## config.mk

```make
export PLATFORM = sky130hd
export DESIGN_NAME = dbus_pair_sequencer_flat
export DESIGN_NICKNAME = d
export VERILOG_FILES = /design/src/rtl/dbus_pair_sequencer_if.sv /design/src/rtl/dbus_pair_sequencer.sv /design/src/flat_wrapper.sv
export SDC_FILE = /design/constraint.sdc
export NUM_CORES = 1
export LEC_CHECK = 0
export ABC_AREA = 1
export CORE_AREA = 5 5 118 120
export CTS_BUF_LIST = sky130_fd_sc_hd__clkbuf_4 sky130_fd_sc_hd__clkbuf_8
export DETAILED_ROUTE_END_ITERATION = 6
export DIE_AREA = 0 0 123 125
export PLACE_DENSITY = 0.79
export SLEW_MARGIN = 20
export SYNTH_ARGS = -nofsm -noshare
export SYNTH_HDL_FRONTEND = slang
export SYNTH_SLANG_ARGS = --single-unit
```

## constraint.sdc

```tcl
create_clock -name clk -period 3.4 [get_ports clk]
set_clock_uncertainty 0.2 [all_clocks]
set_input_delay 0.34 -clock clk [delete_from_list [all_inputs] [get_ports clk]]
set_output_delay 0.34 -clock clk [all_outputs]
set_load 0.005 [all_outputs]
```

## src/rtl/dbus_pair_sequencer_if.sv

```systemverilog
// Bus bundle between the memory-stage lanes, the pair sequencer and the single-port dcache.
// master = sequencer view, slave = pipeline/cache environment view.
interface dbus_pair_sequencer_if #(
  parameter int ADDR_W = 32
);
  logic [1:0]             lreq_valid;
  logic [1:0][ADDR_W-1:0] lreq_addr;
  logic [1:0][1:0]        lreq_size;
  logic [1:0][3:0]        lreq_strobe;
  logic [1:0][31:0]       lreq_data;

  logic                   stall;
  logic                   resp_valid;
  logic [63:0]            resp_data;
  logic                   resp_uncached;

  logic                   oreq_valid;
  logic [ADDR_W-1:0]      oreq_addr;
  logic [1:0]             oreq_size;
  logic [3:0]             oreq_strobe;
  logic [31:0]            oreq_data;
  logic                   oresp_addr_ok;
  logic                   oresp_data_ok;
  logic [31:0]            oresp_data;

  modport master (
    input  lreq_valid, lreq_addr, lreq_size, lreq_strobe, lreq_data,
    input  oresp_addr_ok, oresp_data_ok, oresp_data,
    output stall, resp_valid, resp_data, resp_uncached,
    output oreq_valid, oreq_addr, oreq_size, oreq_strobe, oreq_data
  );

  modport slave (
    output lreq_valid, lreq_addr, lreq_size, lreq_strobe, lreq_data,
    output oresp_addr_ok, oresp_data_ok, oresp_data,
    input  stall, resp_valid, resp_data, resp_uncached,
    input  oreq_valid, oreq_addr, oreq_size, oreq_strobe, oreq_data
  );
endinterface

```

## src/rtl/dbus_pair_sequencer.sv

```systemverilog
// Serializes the two memory-stage lanes (lane 1 first, then lane 0) onto the single-port
// dcache and returns both results as one 64-bit word {lane0, lane1}.
//
// state | meaning
// IDLE  | waiting for any valid lane; latches lane-0 valid and uncached flag
// REQ1  | lane 1 request presented downstream
// WAIT1 | lane 1 accepted, waiting for data
// REQ0  | lane 0 request presented downstream
// WAIT0 | lane 0 accepted, waiting for data
// DONE  | one-cycle result pulse, pipeline released
module dbus_pair_sequencer #(
  parameter int ADDR_W      = 32,
  parameter int UNCACHE_BIT = 29
) (
  input  logic                  clk,
  input  logic                  resetn,
  dbus_pair_sequencer_if.master bus
);

  typedef enum logic [2:0] {
    S_IDLE, S_REQ1, S_WAIT1, S_REQ0, S_WAIT0, S_DONE
  } state_t;

  state_t           state_q, state_d;
  logic             lane0_q, lane0_d;
  logic             unc_q, unc_d;
  logic [1:0][31:0] buf_q, buf_d;
  logic             stall_c;
  logic             drive;
  logic             lane;

  always_ff @(posedge clk or negedge resetn) begin
    if (!resetn) begin
      state_q <= S_IDLE;
      lane0_q <= 1'b0;
      unc_q   <= 1'b0;
      buf_q   <= '0;
    end else begin
      state_q <= state_d;
      lane0_q <= lane0_d;
      unc_q   <= unc_d;
      buf_q   <= buf_d;
    end
  end

  always_comb begin
    state_d = state_q;
    lane0_d = lane0_q;
    unc_d   = unc_q;
    buf_d   = buf_q;
    stall_c = 1'b1;
    drive   = 1'b0;
    lane    = 1'b0;
    case (state_q)
      S_IDLE: begin
        stall_c = |bus.lreq_valid;
        if (|bus.lreq_valid) begin
          lane0_d = bus.lreq_valid[0];
          unc_d   = (bus.lreq_valid[1] & bus.lreq_addr[1][UNCACHE_BIT]) |
                    (bus.lreq_valid[0] & bus.lreq_addr[0][UNCACHE_BIT]);
          buf_d   = '0;
          state_d = bus.lreq_valid[1] ? S_REQ1 : S_REQ0;
        end
      end
      S_REQ1: begin
        drive = 1'b1;
        lane  = 1'b1;
        if (bus.oresp_addr_ok) begin
          if (bus.oresp_data_ok) begin
            buf_d[1] = bus.oresp_data;
            state_d  = lane0_q ? S_REQ0 : S_DONE;
          end else begin
            state_d = S_WAIT1;
          end
        end
      end
      S_WAIT1: begin
        if (bus.oresp_data_ok) begin
          buf_d[1] = bus.oresp_data;
          state_d  = lane0_q ? S_REQ0 : S_DONE;
        end
      end
      S_REQ0: begin
        drive = 1'b1;
        if (bus.oresp_addr_ok) begin
          if (bus.oresp_data_ok) begin
            buf_d[0] = bus.oresp_data;
            state_d  = S_DONE;
          end else begin
            state_d = S_WAIT0;
          end
        end
      end
      S_WAIT0: begin
        if (bus.oresp_data_ok) begin
          buf_d[0] = bus.oresp_data;
          state_d  = S_DONE;
        end
      end
      S_DONE: begin
        // Pipeline advances on this edge; the next pair is sampled only from IDLE.
        stall_c = 1'b0;
        state_d = S_IDLE;
      end
      default: state_d = S_IDLE;
    endcase
  end

  always_comb begin
    bus.oreq_valid  = 1'b0;
    bus.oreq_addr   = '0;
    bus.oreq_size   = '0;
    bus.oreq_strobe = '0;
    bus.oreq_data   = '0;
    if (drive) begin
      bus.oreq_valid  = 1'b1;
      bus.oreq_addr   = bus.lreq_addr[lane];
      bus.oreq_size   = bus.lreq_size[lane];
      bus.oreq_strobe = bus.lreq_strobe[lane];
      bus.oreq_data   = bus.lreq_data[lane];
    end
  end

  // Gated by resetn so stall drops the instant reset is asserted.
  assign bus.stall         = resetn & stall_c;
  assign bus.resp_valid    = (state_q == S_DONE);
  assign bus.resp_data     = {buf_q[0], buf_q[1]};
  assign bus.resp_uncached = unc_q & (state_q == S_DONE);

endmodule

```

## src/flat_wrapper.sv

```systemverilog
// flat-port wrapper written by rule: the top's interface ports become plain ports
module dbus_pair_sequencer_flat 
#(
  parameter int ADDR_W      = 32,
  parameter int UNCACHE_BIT = 29
)
  (clk, resetn, bus_lreq_valid, bus_lreq_addr, bus_lreq_size, bus_lreq_strobe, bus_lreq_data, bus_oresp_addr_ok, bus_oresp_data_ok, bus_oresp_data, bus_stall, bus_resp_valid, bus_resp_data, bus_resp_uncached, bus_oreq_valid, bus_oreq_addr, bus_oreq_size, bus_oreq_strobe, bus_oreq_data);
  dbus_pair_sequencer_if #(.ADDR_W(ADDR_W)) bus_i ();
  input  logic clk;
  input  logic resetn;
  input wire logic [$bits(bus_i.lreq_valid)-1:0] bus_lreq_valid;
  input wire logic [$bits(bus_i.lreq_addr)-1:0] bus_lreq_addr;
  input wire logic [$bits(bus_i.lreq_size)-1:0] bus_lreq_size;
  input wire logic [$bits(bus_i.lreq_strobe)-1:0] bus_lreq_strobe;
  input wire logic [$bits(bus_i.lreq_data)-1:0] bus_lreq_data;
  input wire logic [$bits(bus_i.oresp_addr_ok)-1:0] bus_oresp_addr_ok;
  input wire logic [$bits(bus_i.oresp_data_ok)-1:0] bus_oresp_data_ok;
  input wire logic [$bits(bus_i.oresp_data)-1:0] bus_oresp_data;
  output wire logic [$bits(bus_i.stall)-1:0] bus_stall;
  output wire logic [$bits(bus_i.resp_valid)-1:0] bus_resp_valid;
  output wire logic [$bits(bus_i.resp_data)-1:0] bus_resp_data;
  output wire logic [$bits(bus_i.resp_uncached)-1:0] bus_resp_uncached;
  output wire logic [$bits(bus_i.oreq_valid)-1:0] bus_oreq_valid;
  output wire logic [$bits(bus_i.oreq_addr)-1:0] bus_oreq_addr;
  output wire logic [$bits(bus_i.oreq_size)-1:0] bus_oreq_size;
  output wire logic [$bits(bus_i.oreq_strobe)-1:0] bus_oreq_strobe;
  output wire logic [$bits(bus_i.oreq_data)-1:0] bus_oreq_data;
  assign bus_i.lreq_valid = bus_lreq_valid;
  assign bus_i.lreq_addr = bus_lreq_addr;
  assign bus_i.lreq_size = bus_lreq_size;
  assign bus_i.lreq_strobe = bus_lreq_strobe;
  assign bus_i.lreq_data = bus_lreq_data;
  assign bus_i.oresp_addr_ok = bus_oresp_addr_ok;
  assign bus_i.oresp_data_ok = bus_oresp_data_ok;
  assign bus_i.oresp_data = bus_oresp_data;
  assign bus_stall = bus_i.stall;
  assign bus_resp_valid = bus_i.resp_valid;
  assign bus_resp_data = bus_i.resp_data;
  assign bus_resp_uncached = bus_i.resp_uncached;
  assign bus_oreq_valid = bus_i.oreq_valid;
  assign bus_oreq_addr = bus_i.oreq_addr;
  assign bus_oreq_size = bus_i.oreq_size;
  assign bus_oreq_strobe = bus_i.oreq_strobe;
  assign bus_oreq_data = bus_i.oreq_data;
  dbus_pair_sequencer #(.ADDR_W(ADDR_W), .UNCACHE_BIT(UNCACHE_BIT)) u_core (.clk(clk), .resetn(resetn), .bus(bus_i));
endmodule
```

# Word level (Yosys, flattened, before mapping)
# Index checks and enable logic that the tools add are counted.
[op_classes]
n_addsub = 0
mul = 0
div_mod_pow = 0
n_lt_le_gt_ge = 1
n_eq_ne = 10
n_shift = 0
n_mux = 33
n_bitwise = 5
reduce_logical = 9
[ops]
columns = ["cell", "n"]
rows = [
  ["2-to-1 mux 32 bit", 10],
  ["one-hot mux 32 bit (3 select lines)", 2],
  ["2-to-1 mux 64 bit", 1],
  ["2-to-1 mux 3 bit", 7],
  ["one-hot mux 3 bit (5 select lines)", 1],
  ["2-to-1 mux 4 bit", 3],
  ["2-to-1 mux 2 bit", 4],
  ["inequality test 2 bit, second input constant", 4],
  ["== test 3 x 2 -> 1 bit, second input constant", 2],
  ["== test 3 bit, second input constant", 2],
  ["AND reduction 3 bit", 2],
  ["nonzero test 3 bit", 2],
  ["AND reduction 5 bit", 1],
  ["AND 1 bit", 4],
  ["2-to-1 mux 1 bit", 4],
  ["OR reduction 2 bit", 2],
  ["== test 3 x 1 -> 1 bit, second input constant", 1],
  ["zero test 3 bit", 1],
  ["< comparator 1 x 2 -> 1 bit, second input constant", 1],
  ["inequality test 2 x 1 -> 1 bit, second input constant", 1],
  ["one-hot mux 1 bit (2 select lines)", 1],
  ["AND reduction 2 bit", 1],
  ["bitwise OR 1 bit", 1],
]
[word_totals]
register_bits = 69
latchBits = 0
ram_bits = 0
romBits = 0
inputBits = 178
out_inout_bits = 138
elab_cells = 63
memories = 0

# Logic depth before layout (Yosys ltp)
[logic_depth]
ltp_word = 5
ltp_mapped = 10
ltp_nobuf = 8

# Worst setup path after synthesis
# OpenSTA, ideal clock, no wires.
[synth_timing]
kind = "register -> output"
start = "reg u_core.state_q[1]"
end = "out bus_oreq_addr[10]"
t_arrival_ns = 1.272
required_time_ns = 2.860
path_slack_ns = 1.588
path_stages_with_launch = 8
path_buffers = 2
cell_sequence = "dfrtp_1 > buf_4 > inv_2 > nand3_4 > inv_4 > clkbuf_1 > nand2_1 > a21oi_1"
[synth_between]
elab_chain_cells = 5
word_cells_on_any_way = 8
cone_classes = "eq/ne (2); mux (5); reduce/logical (1)"
[synth_rtl]
columns = ["item", "line_no", "rtl"]
rows = [
  ["from (decl)", "dbus_pair_sequencer.sv:24", "state_t state_q, state_d;"],
  ["from (signal assigned)", "dbus_pair_sequencer.sv:39", "state_q <= state_d;"],
  ["== test 3 x 1 -> 1 bit", "dbus_pair_sequencer.sv:54", "case (state_q)"],
  ["2-to-1 mux 1 bit", "dbus_pair_sequencer.sv:54", ""],
  ["2-to-1 mux 32 bit (implied by the code) (2 in series)", "dbus_pair_sequencer.sv:117", "bus.oreq_addr = bus.lreq_addr[lane];"],
  ["2-to-1 mux 32 bit (*)", "dbus_pair_sequencer.sv:115", "if (drive) begin"],
  ["to (decl)", "flat_wrapper.sv:24", "output wire logic [$bits(bus_i.oreq_addr)-1:0] bus_oreq_addr;"],
]
# Mark *: on every way between the ends. The rest lies on a longest branch, timed or not. The select of a mux whose other input is x is not followed.

# Final worst setup path
# Ends and elaborated chain as after synthesis.

==> impl_metrics.csv <==
group,metric,value,unit
timing,rsz0062_at_grt,"no",
critical_path,r2r_cells,8,
finish,num_antenna_cells,0,
place,io_buffers,315,
logic_synthesis,synth_cell_type_count,28,
timing,layout_min_cycle_time,3.199,ns
critical_path,worstPathCellList,"inv_2, nand3_4, nand2_1, inv_2, a21oi_1, clkdlybuf4s50_1",
logic_synthesis,synth_cells,635,
place,dpl.hpwl,14.16,mm
flow_run,cap_violations,0,
finish,syn_to_final_growth,81.98,%
logic_synthesis,synth_nets,813,
die,die_area,0.01538,mm²
logic_synthesis,yosysWarnings,0,
global_route,gr-total-overflow,0,
global_route,grt_max_degree,70,
place,placed_area,0.007443,mm²
power_and_ir_drop,pwr_density_cell,739.3,mW/mm²
critical_path,critPathCaptureType,"output pin",
critical_path,critPathBufInv,3,
critical_path,critical_path.startpoint,"u_core.state_q[1]",
critical_path,cp_num_cells,6,
finish,stdcell_area,0.007646,mm²
cts,cts_hold_buf,0,
power_and_ir_drop,total_leakage_power,3.491,nW
logic_synthesis,syn_area,0.004202,mm²
global_route,grt_pass1_wl,26.83,mm
routing,avgViaCountPerCell,4.597,
routing,drt-initial-drc-count,316,
timing,max_freq,312.6,MHz
cts,htreeDepth,3,
place,place_ws,0.5543,ns
critical_path,ff2ff_setup_slack,1.08,ns
routing,drc,0,
critical_path,critical_path_required,2.86,ns
cts,clock_latency,0.35,ns
cts,clockBufferDepth,2,
die,start_util,32.63,%
critical_path,cp_slowest_cell,"inv_2",
routing,vias,5080,
timing,setup_tns,0,ns
global_route,grt_pass1_vias,4920,
global_route,track_usage,22.24,%
die,die_w,123,µm
power_and_ir_drop,vdd_drop_max,0.0004411,V
cts,cts_buffers,9,
cts,post_cts_buffers,0,
critical_path,timing.critical_path.slowest_cell_delay,0.71,ns
cts,post_cts_resized,0,
timing,max-slew-margin-rel,34.66,%
routing,wire_per_inst,16.15,µm
cts,clk_pin_slew,0.07,ns
finish,nFillCells,1184,
place,place_inst,1091,
critical_path,path_max_fanout,60,
place,gp_congestion,0.9054,
routing,drtPass1Iterations,5,
finish,drive_above_1_share,4.090,%
min_path,hold_path_class,"in -> async",
routing,wl,17.84,mm
logic_synthesis,seq_area_frac_synth,41.10,%
critical_path,endpoint,"bus_oreq_addr[10]",
finish,finalNonFillerCells,1105,
logic_synthesis,syn_avg_cell_area,6.617,µm²
critical_path,path_delay_family,"buffers and inverters",
logic_synthesis,ys_ff_latch,69,
timing,fin_ws,0.2012,ns
timing,period_share,94.08,%
critical_path,reg2reg_to,"u_core.bus.resp_data[28]",
critical_path,start_kind,"flip-flop",
die,io_pins,316,
timing,hold_viol_final,0,
die,coreArea,0.01287,mm²
timing,max_slew.worst_pin.slew,0.9787,ns
cts,tritoncts,"done",
critical_path,path_class,"reg -> out",
timing,slew_violations,0,
cts,cts-root-buf,"clkbuf_8",
cts,cts_sinks,69,
routing,drtAntennaViolNets,0,
status,status,"finished clean",
critical_path,crit_top_cell,"inv_2",
critical_path,arrival,2.66,ns
critical_path,timing.rr.start,"u_core.state_q[1]",
die,num_rows,42,
die,die_h,125,µm
global_route,antenna_found_initial,3,
finish,num-nets-final,1104,
timing,setup_viol,0,
==> cell usage in the layout (no fill, tap or decap), drive strengths merged <==
master | Yosys | routed
a21oi | 62 | 62
a22o | 10 | 10
buf | 30 | 9
bufinv | 0 | 1
clkbuf | 13 | 13
clkdlybuf4s50 | 0 | 314
clkinv | 1 | 1
dfrtp | 69 | 69
inv | 48 | 48
nand2 | 277 | 277
nand3 | 41 | 41
nand4 | 4 | 4
nor2 | 42 | 42
nor3 | 1 | 1
nor4 | 1 | 1
o211ai | 1 | 1
o21ai | 34 | 34
o22ai | 1 | 1
==> where the power goes <==
group | total (W) | switching (W) | internal (W)
Clock | 0.000695 | 0.000295 | 0.000399
Sequential | 0.00124 | 0.000161 | 0.00108
Combinational | 0.00372 | 0.00200 | 0.00172
==> stage by stage <==
step                      util (%)  power, W  hold WS, ns
after floorplan                  -  0.003146      -0.1556
after global placement       57.81  0.004983       0.2533
after detailed placement     57.81  0.005021       0.2580
after CTS                    59.39  0.005732      0.07758
after global routing         59.39  0.006091       0.1407
final                        59.39  0.005652      0.04740
==> sequential cells by signal, indices dropped and copies added, names as in the netlist <==
register,cells
u_core.lane0_q,1
u_core.state_q,3
u_core.unc_q,1
u_core.bus.resp_data,64
==> worst min path at each step <==
stage                               end  depth (start not counted)
2_1_floorplan   u_core.bus.resp_data[0]                          0
3_3_place_gp   u_core.bus.resp_data[34]                          2
3_5_place_dp   u_core.bus.resp_data[38]                          2
4_1_cts        u_core.bus.resp_data[24]                          2
5_1_grt        u_core.bus.resp_data[24]                          2
6_report       u_core.bus.resp_data[19]                          2
==> cell families (layout without fill, tap and decap cells) <==
logic type,count (synthesis),count (layout),synth area share [%]
AO/OA/AOI/OAI,108,108,13.85
AND/OR/NAND/NOR,366,366,35.59
buffers and inverters,92,386,9.470
flip-flops,69,69,41.10
==> Yosys cell counts <==
cell | n | area [µm²]
nor2_1 | 38 | 142.6
nand3_1 | 39 | 195.2
nand4_1 | 4 | 25.02
clkbuf_1 | 13 | 48.80
buf_2 | 19 | 95.09
o21ai_0 | 2 | 10.01
nand2_2 | 4 | 25.02
nor2_4 | 1 | 11.26
o211ai_1 | 1 | 7.510
a21oi_1 | 62 | 310.3
o22ai_1 | 1 | 6.260
nor4_1 | 1 | 6.260
buf_1 | 5 | 18.77
dfrtp_1 | 69 | 1727
inv_4 | 1 | 6.260
inv_2 | 4 | 15.01
nand3_4 | 1 | 17.52
nor2_8 | 1 | 20.02
buf_6 | 1 | 11.26
buf_4 | 5 | 37.54
nand2_1 | 273 | 1025
nor3_1 | 1 | 5.000
a22o_1 | 10 | 87.58
nand3_2 | 1 | 10.01
inv_1 | 43 | 161.4
o21ai_1 | 32 | 160.2
nor2_2 | 2 | 12.51
clkinv_1 | 1 | 3.750
==> area by class of cell <==
type                    count  area, µm²  share of cell area [%]
repair buffers            323       3233                   42.28
multi-input cells         474       2077                   27.16
well taps                 176      220.2                   2.880
flip-flops and latches     69       1727                   22.58
inverters                  49      186.4                   2.438
clock buffers              13      172.7                   2.258
clock inverters             1      30.03                  0.3927
==> metal layers <==
| metal | wire length, µm | part of all wire [%] | vias up | track usage (%) |
|---|---|---|---|---|
| li1 | - | - | 2581 | - |
| met1 | 6642 | 37 | 2257 | 24.42 |
| met2 | 8894 | 50 | 203 | 38.92 |
| met3 | 1828 | 10 | 33 | 9.033 |
| met4 | 435 | 2.4 | 6 | 6.906 |
| met5 | 41 | 0.23 | - | 0 |
(Power assumes the default switching activity.)
==> edit 1 (same settings) <==
`buf_q` no longer has a reset.
--- a/src/rtl/dbus_pair_sequencer.sv
+++ b/src/rtl/dbus_pair_sequencer.sv
@@ -34,13 +34,15 @@
       state_q <= S_IDLE;
       lane0_q <= 1'b0;
       unc_q   <= 1'b0;
-      buf_q   <= '0;
     end else begin
       state_q <= state_d;
       lane0_q <= lane0_d;
       unc_q   <= unc_d;
-      buf_q   <= buf_d;
     end
+  end
+
+  always_ff @(posedge clk) begin
+    buf_q <= buf_d;
   end
 
   always_comb begin
Formal check against the unedited RTL: differs if resetn is asserted again (counterexample within 4 cycles, from zero or initial values and one cycle with resetn low); with resetn held inactive, the same outputs for 4 cycles.
==> edit 1 against the original RTL <==
Via count up 0.41%. Critical path type unchanged. Worst setup slack better by 0.033 ns. Routed wire length up 13%. Clock power about the same. Power up 17%. Largest power group unchanged. Global-route usage up 2.5 points. Cell area up 1.1%. Synthesized area up 1.1%. Sequential cell count unchanged.
==> edit 1: results <==
{
  "synth_compound_area_share_pct": 13.9,
  "critical_path.top_delay_family": "buffers and inverters",
  "fin_hold_ws_ns": 0.0348,
  "worstSetupPathType": "flop to primary output",
  "antenna_found_initial": 0,
  "grt_pass1_wl_um": 28900,
  "postRouteAntennaNets": 0,
  "htreeDepth": 3,
  "hp-class": "input pin to asynchronous set/reset pin",
  "gp_congestion": 0.904,
  "layout-drive-gt1-share_pct": 4.14,
  "worstMarginPinSlew_ns": 1.02,
  "grt_usage_pct": 24.8,
  "grt_max_degree": 61,
  "pre_cts_slack_ns": 0.644,
  "crit_fanout": 60,
  "ys_warn_count": 0,
  "largest_register_ff_count": 64,
  "routed_wl_um": 20200,
  "wl_per_cell_um": 18.9,
  "yosysUniqueCellTypes": 20,
  "regToRegEndpoint": "u_core.bus.resp_data[16]$_SDFFCE_PN0P_",
  "critical_path_arrival_ns": 2.63,
  "endpoint": "bus_oreq_data[9]",
  "maxClockFrequency_mhz": 316,
  "status": "complete, no violations",
  "diodes": 0,
  "r2r_setup_slack_ns": 1.10,
  "cp_slowest_stage_delay_ns": 0.74,
  "syn_area_per_cell_um2": 7.21,
  "synth_commonest_cells": "nand2_1 (296), a21oi_1 (95), edfxtp_1 (64)",
  "rr_worst_depth": 6,
  "synth_enable_flop_cells": 64,
  "final_nets": 1066,
  "ir_drop_mv": 0.466,
  "clk_latency_ns": 0.34,
  "io_buffers": 315,
  "vias": 5101,
  "rr_startpoint": "u_core.state_q[1]$_DFFE_PN0P_",
  "cts.clk_slew.worst_paths_ns": 0.08,
  "dpl-instance-area_um2": 7530,
  "ys_top_cells_by_area": "edfxtp_1 (45%), nand2_1 (26%), a21oi_1 (11%)",
  "synthXorXnorAreaFrac_pct": 0,
  "cts-root-buf": "clkbuf_8",
  "p_leak_nw": 3.35,
  "grt_pass1_vias": 4932,
  "ctsResizeCount": 0,
  "dp.final_hpwl_um": 15700,
  "synthArstFlopShare_pct": 7.25,
  "drtIter0Drc": 263,
  "synth_nets": 767,
  "seq_area_frac_synth_pct": 48.2
}
-- edit 1: cell types whose count changed after synthesis, moves of 4 or more --
cell / unedited run / this run
a21oi_1: 62 / 95
buf_1: 5 / 0
buf_2: 19 / 25
dfrtp_1: 69 / 5
edfxtp_1: 0 / 64
nand2_1: 273 / 296
nand3_1: 39 / 14
nand4_1: 4 / 0
nor2_1: 38 / 12
o21ai_1: 32 / 0
-- edit 1: routing by layer --
metal / up-vias / wire, um / GRT usage [%]
met3: 37 / 1960 / 7.63
met1: 2335 / 7420 / 28.3
li1: 2494 / - / -
met5: - / 0 / 0
met4: 0 / 746 / 9.97
met2: 235 / 10000 / 42.8
-- edit 1: cell type report --
class,count,area [um^2]
fillers,1131,5140
repair buffers,326,3240
flip-flops and latches,69,2050
multi-input cells,436,1860
well taps,176,220
inverters,46,173
clock buffers,10,131
clock inverters,6,71.3
-- edit 1: report_power, final --
group          internal (mW)  switching, mW
Combinational           1.99           2.09
Clock                  0.355          0.339
Sequential              1.57          0.256
==> edit 2 (same settings) <==
Made on the original files. `ADDR_W` is set to 32 in 3 places; all go to 48.
--- a/src/rtl/dbus_pair_sequencer_if.sv
+++ b/src/rtl/dbus_pair_sequencer_if.sv
@@ -1,7 +1,7 @@
 // Bus bundle between the memory-stage lanes, the pair sequencer and the single-port dcache.
 // master = sequencer view, slave = pipeline/cache environment view.
 interface dbus_pair_sequencer_if #(
-  parameter int ADDR_W = 32
+  parameter int ADDR_W = 48
 );
   logic [1:0]             lreq_valid;
   logic [1:0][ADDR_W-1:0] lreq_addr;
--- a/src/rtl/dbus_pair_sequencer.sv
+++ b/src/rtl/dbus_pair_sequencer.sv
@@ -9,7 +9,7 @@
 // WAIT0 | lane 0 accepted, waiting for data
 // DONE  | one-cycle result pulse, pipeline released
 module dbus_pair_sequencer #(
-  parameter int ADDR_W      = 32,
+  parameter int ADDR_W      = 48,
   parameter int UNCACHE_BIT = 29
 ) (
   input  logic                  clk,
--- a/src/flat_wrapper.sv
+++ b/src/flat_wrapper.sv
@@ -1,7 +1,7 @@
 // flat-port wrapper written by rule: the top's interface ports become plain ports
 module dbus_pair_sequencer_flat 
 #(
-  parameter int ADDR_W      = 32,
+  parameter int ADDR_W      = 48,
   parameter int UNCACHE_BIT = 29
 )
   (clk, resetn, bus_lreq_valid, bus_lreq_addr, bus_lreq_size, bus_lreq_strobe, bus_lreq_data, bus_oresp_addr_ok, bus_oresp_data_ok, bus_oresp_data, bus_stall, bus_resp_valid, bus_resp_data, bus_resp_uncached, bus_oreq_valid, bus_oreq_addr, bus_oreq_size, bus_oreq_strobe, bus_oreq_data);
Interface: changed (resized bus_lreq_addr and bus_oreq_addr); port bits go from 316 to 364. The function was not compared with the original's and may differ.
==> edit 2 against the original RTL <==
Synthesized area up 8.3%. Clock power fell by 2%. Cell area rose by 9.7%. Power grew 9.2%. Routed wire length increased by 24%. Worst setup slack worse by 0.018 ns. Sequential cell count did not move. Die area did not move. Largest cell class unchanged. Largest power group unchanged. Highest routed layer unchanged.
==> edit 2: results <==
{
  "syn_area_per_cell_um2": 6.63,
  "synth_nets": 896,
  "p_leak_nw": 3.75,
  "dp.final_hpwl_um": 18000,
  "ys_warn_count": 0,
  "grt_usage_pct": 27.6,
  "clockBufferDepth": 2,
  "seq_area_frac_synth_pct": 38.0,
  "grt_pass1_wl_um": 32700,
  "antenna_found_initial": 1,
  "synthArstFlopShare_pct": 100,
  "grt_pass1_vias": 5647,
  "synth_commonest_cells": "nand2_1 (298), a21oi_1 (77), dfrtp_1 (69)",
  "gp_congestion": 0.979,
  "yosysUniqueCellTypes": 28,
  "drtIter0Drc": 434,
  "wl_per_cell_um": 18.4,
  "final_nets": 1230,
  "layout-drive-gt1-share_pct": 4.68,
  "r2r_setup_slack_ns": 1.19,
  "status": "complete, no violations",
  "via_per_inst": 4.80,
  "critical_path.top_delay_family": "buffers and inverters",
  "critical_path_arrival_ns": 2.68,
  "cpMaxStageDelayCell": "dfrtp_1",
  "clk_latency_ns": 0.35,
  "crit_fanout": 40,
  "ys_top_cells_by_area": "dfrtp_1 (38%), nand2_1 (25%), a21oi_1 (8.5%)",
  "intPower_mw": 3.37,
  "ir_drop_mv": 0.419,
  "regToRegEndpoint": "u_core.bus.resp_data[33]$_DFFE_PN0P_",
  "cts_buffers": 9,
  "io_buffers": 363,
  "worstMarginPinSlew_ns": 0.866,
  "routed_wl_um": 22100,
  "diodes": 0,
  "cp_slowest_stage_delay_ns": 0.64,
  "rr_startpoint": "u_core.state_q[0]$_DFFE_PN0P_"
}
## edit 2: changes by cell type after synthesis, sizes merged, moves of 2 or more
| cell | delta |
|---|---|
| nand3 | +2 |
| buf | +12 |
| a21oi | +17 |
| inv | -2 |
| clkbuf | -6 |
| nand2 | +26 |
| o21ai | +2 |
## edit 2: power by group through the flow
stage	Clock (mW)	Sequential (mW)	Combinational [mW]
after CTS	0.699	1.26	4.25
after detailed placement	0	1.27	4.23
after global routing	0.732	1.29	4.60
after floorplan	0	1.22	2.26
after global placement	0	1.26	4.20
final	0.684	1.26	4.23
## edit 2: what timing repair did
action,CTS,global route
setup endpoints to repair,0,30
hold buffers,0,0
resized for setup,0,4
## edit 2: worst max path at each step
stage                                        from                 to  cells past startpoint  slack [ns]
finish              u_core.state_q[0]$_DFFE_PN0P_  bus_oreq_data[19]                      6        0.18
global route        u_core.state_q[1]$_DFFE_PN0P_  bus_oreq_data[19]                      7        0.02
CTS                 u_core.state_q[0]$_DFFE_PN0P_  bus_oreq_data[19]                      6        0.06
detailed placement  u_core.state_q[2]$_DFFE_PN0P_  bus_oreq_data[19]                      7        0.46
global placement    u_core.state_q[0]$_DFFE_PN0P_  bus_oreq_data[19]                      6        0.49
floorplan           u_core.state_q[2]$_DFFE_PN0P_   bus_oreq_addr[0]                      8        1.60
## edit 2: cell type report
| type | instances | area, um^2 |
|---|---|---|
| clock buffer | 10 | 138 |
| clock inverter | 6 | 61.3 |
| fill | 1149 | 4480 |
| inverter | 47 | 185 |
| multi-input combinational | 521 | 2330 |
| sequential | 69 | 1730 |
| tap | 176 | 220 |
| timing repair buffer | 372 | 3730 |
## edit 2: worst reg2reg max path: stages, from the launching register on
cell and delay [ns]:
dfrtp_1 0.55, inv_2 0.15, nand2_2 0.10, nor2_4 0.17
inv_2 0.09, nand2_4 0.30, nand2_4 0.32, nand2_1 0.16
nand2_1 0.07
## edit 2: logic make-up after synthesis
logic type / count (synthesis) / share of synthesized area [%]
flops: 69 / 38.0
compound gates: 126 / 15.2
simple gates: 395 / 35.8
buf+inv: 96 / 11.0
## edit 2: metrics by stage
| stage | worst slack, ns | hold slack (ns) | instance area [um^2] |
|---|---|---|---|
| after detailed placement | 0.458 | 0.257 | 8180 |
| after floorplan | 1.60 | -0.156 | 4550 |
| after CTS | 0.0607 | 0.0572 | 8380 |
| after global placement | 0.486 | 0.253 | 8180 |
| final | 0.183 | 0.0398 | 8390 |
| after global routing | 0.0232 | 0.109 | 8390 |
## edit 2: metal layers
metal | routed length, um | GRT usage (%) | up-vias | part of all wire [%]
met1 | 8700 | 34.9 | 2598 | 39
met3 | 2350 | 9.76 | 48 | 11
met4 | 682 | 8.08 | 2 | 3.1
met2 | 10400 | 44.5 | 279 | 47
met5 | 13 | 0 | - | 0.059
li1 | - | - | 2840 | -
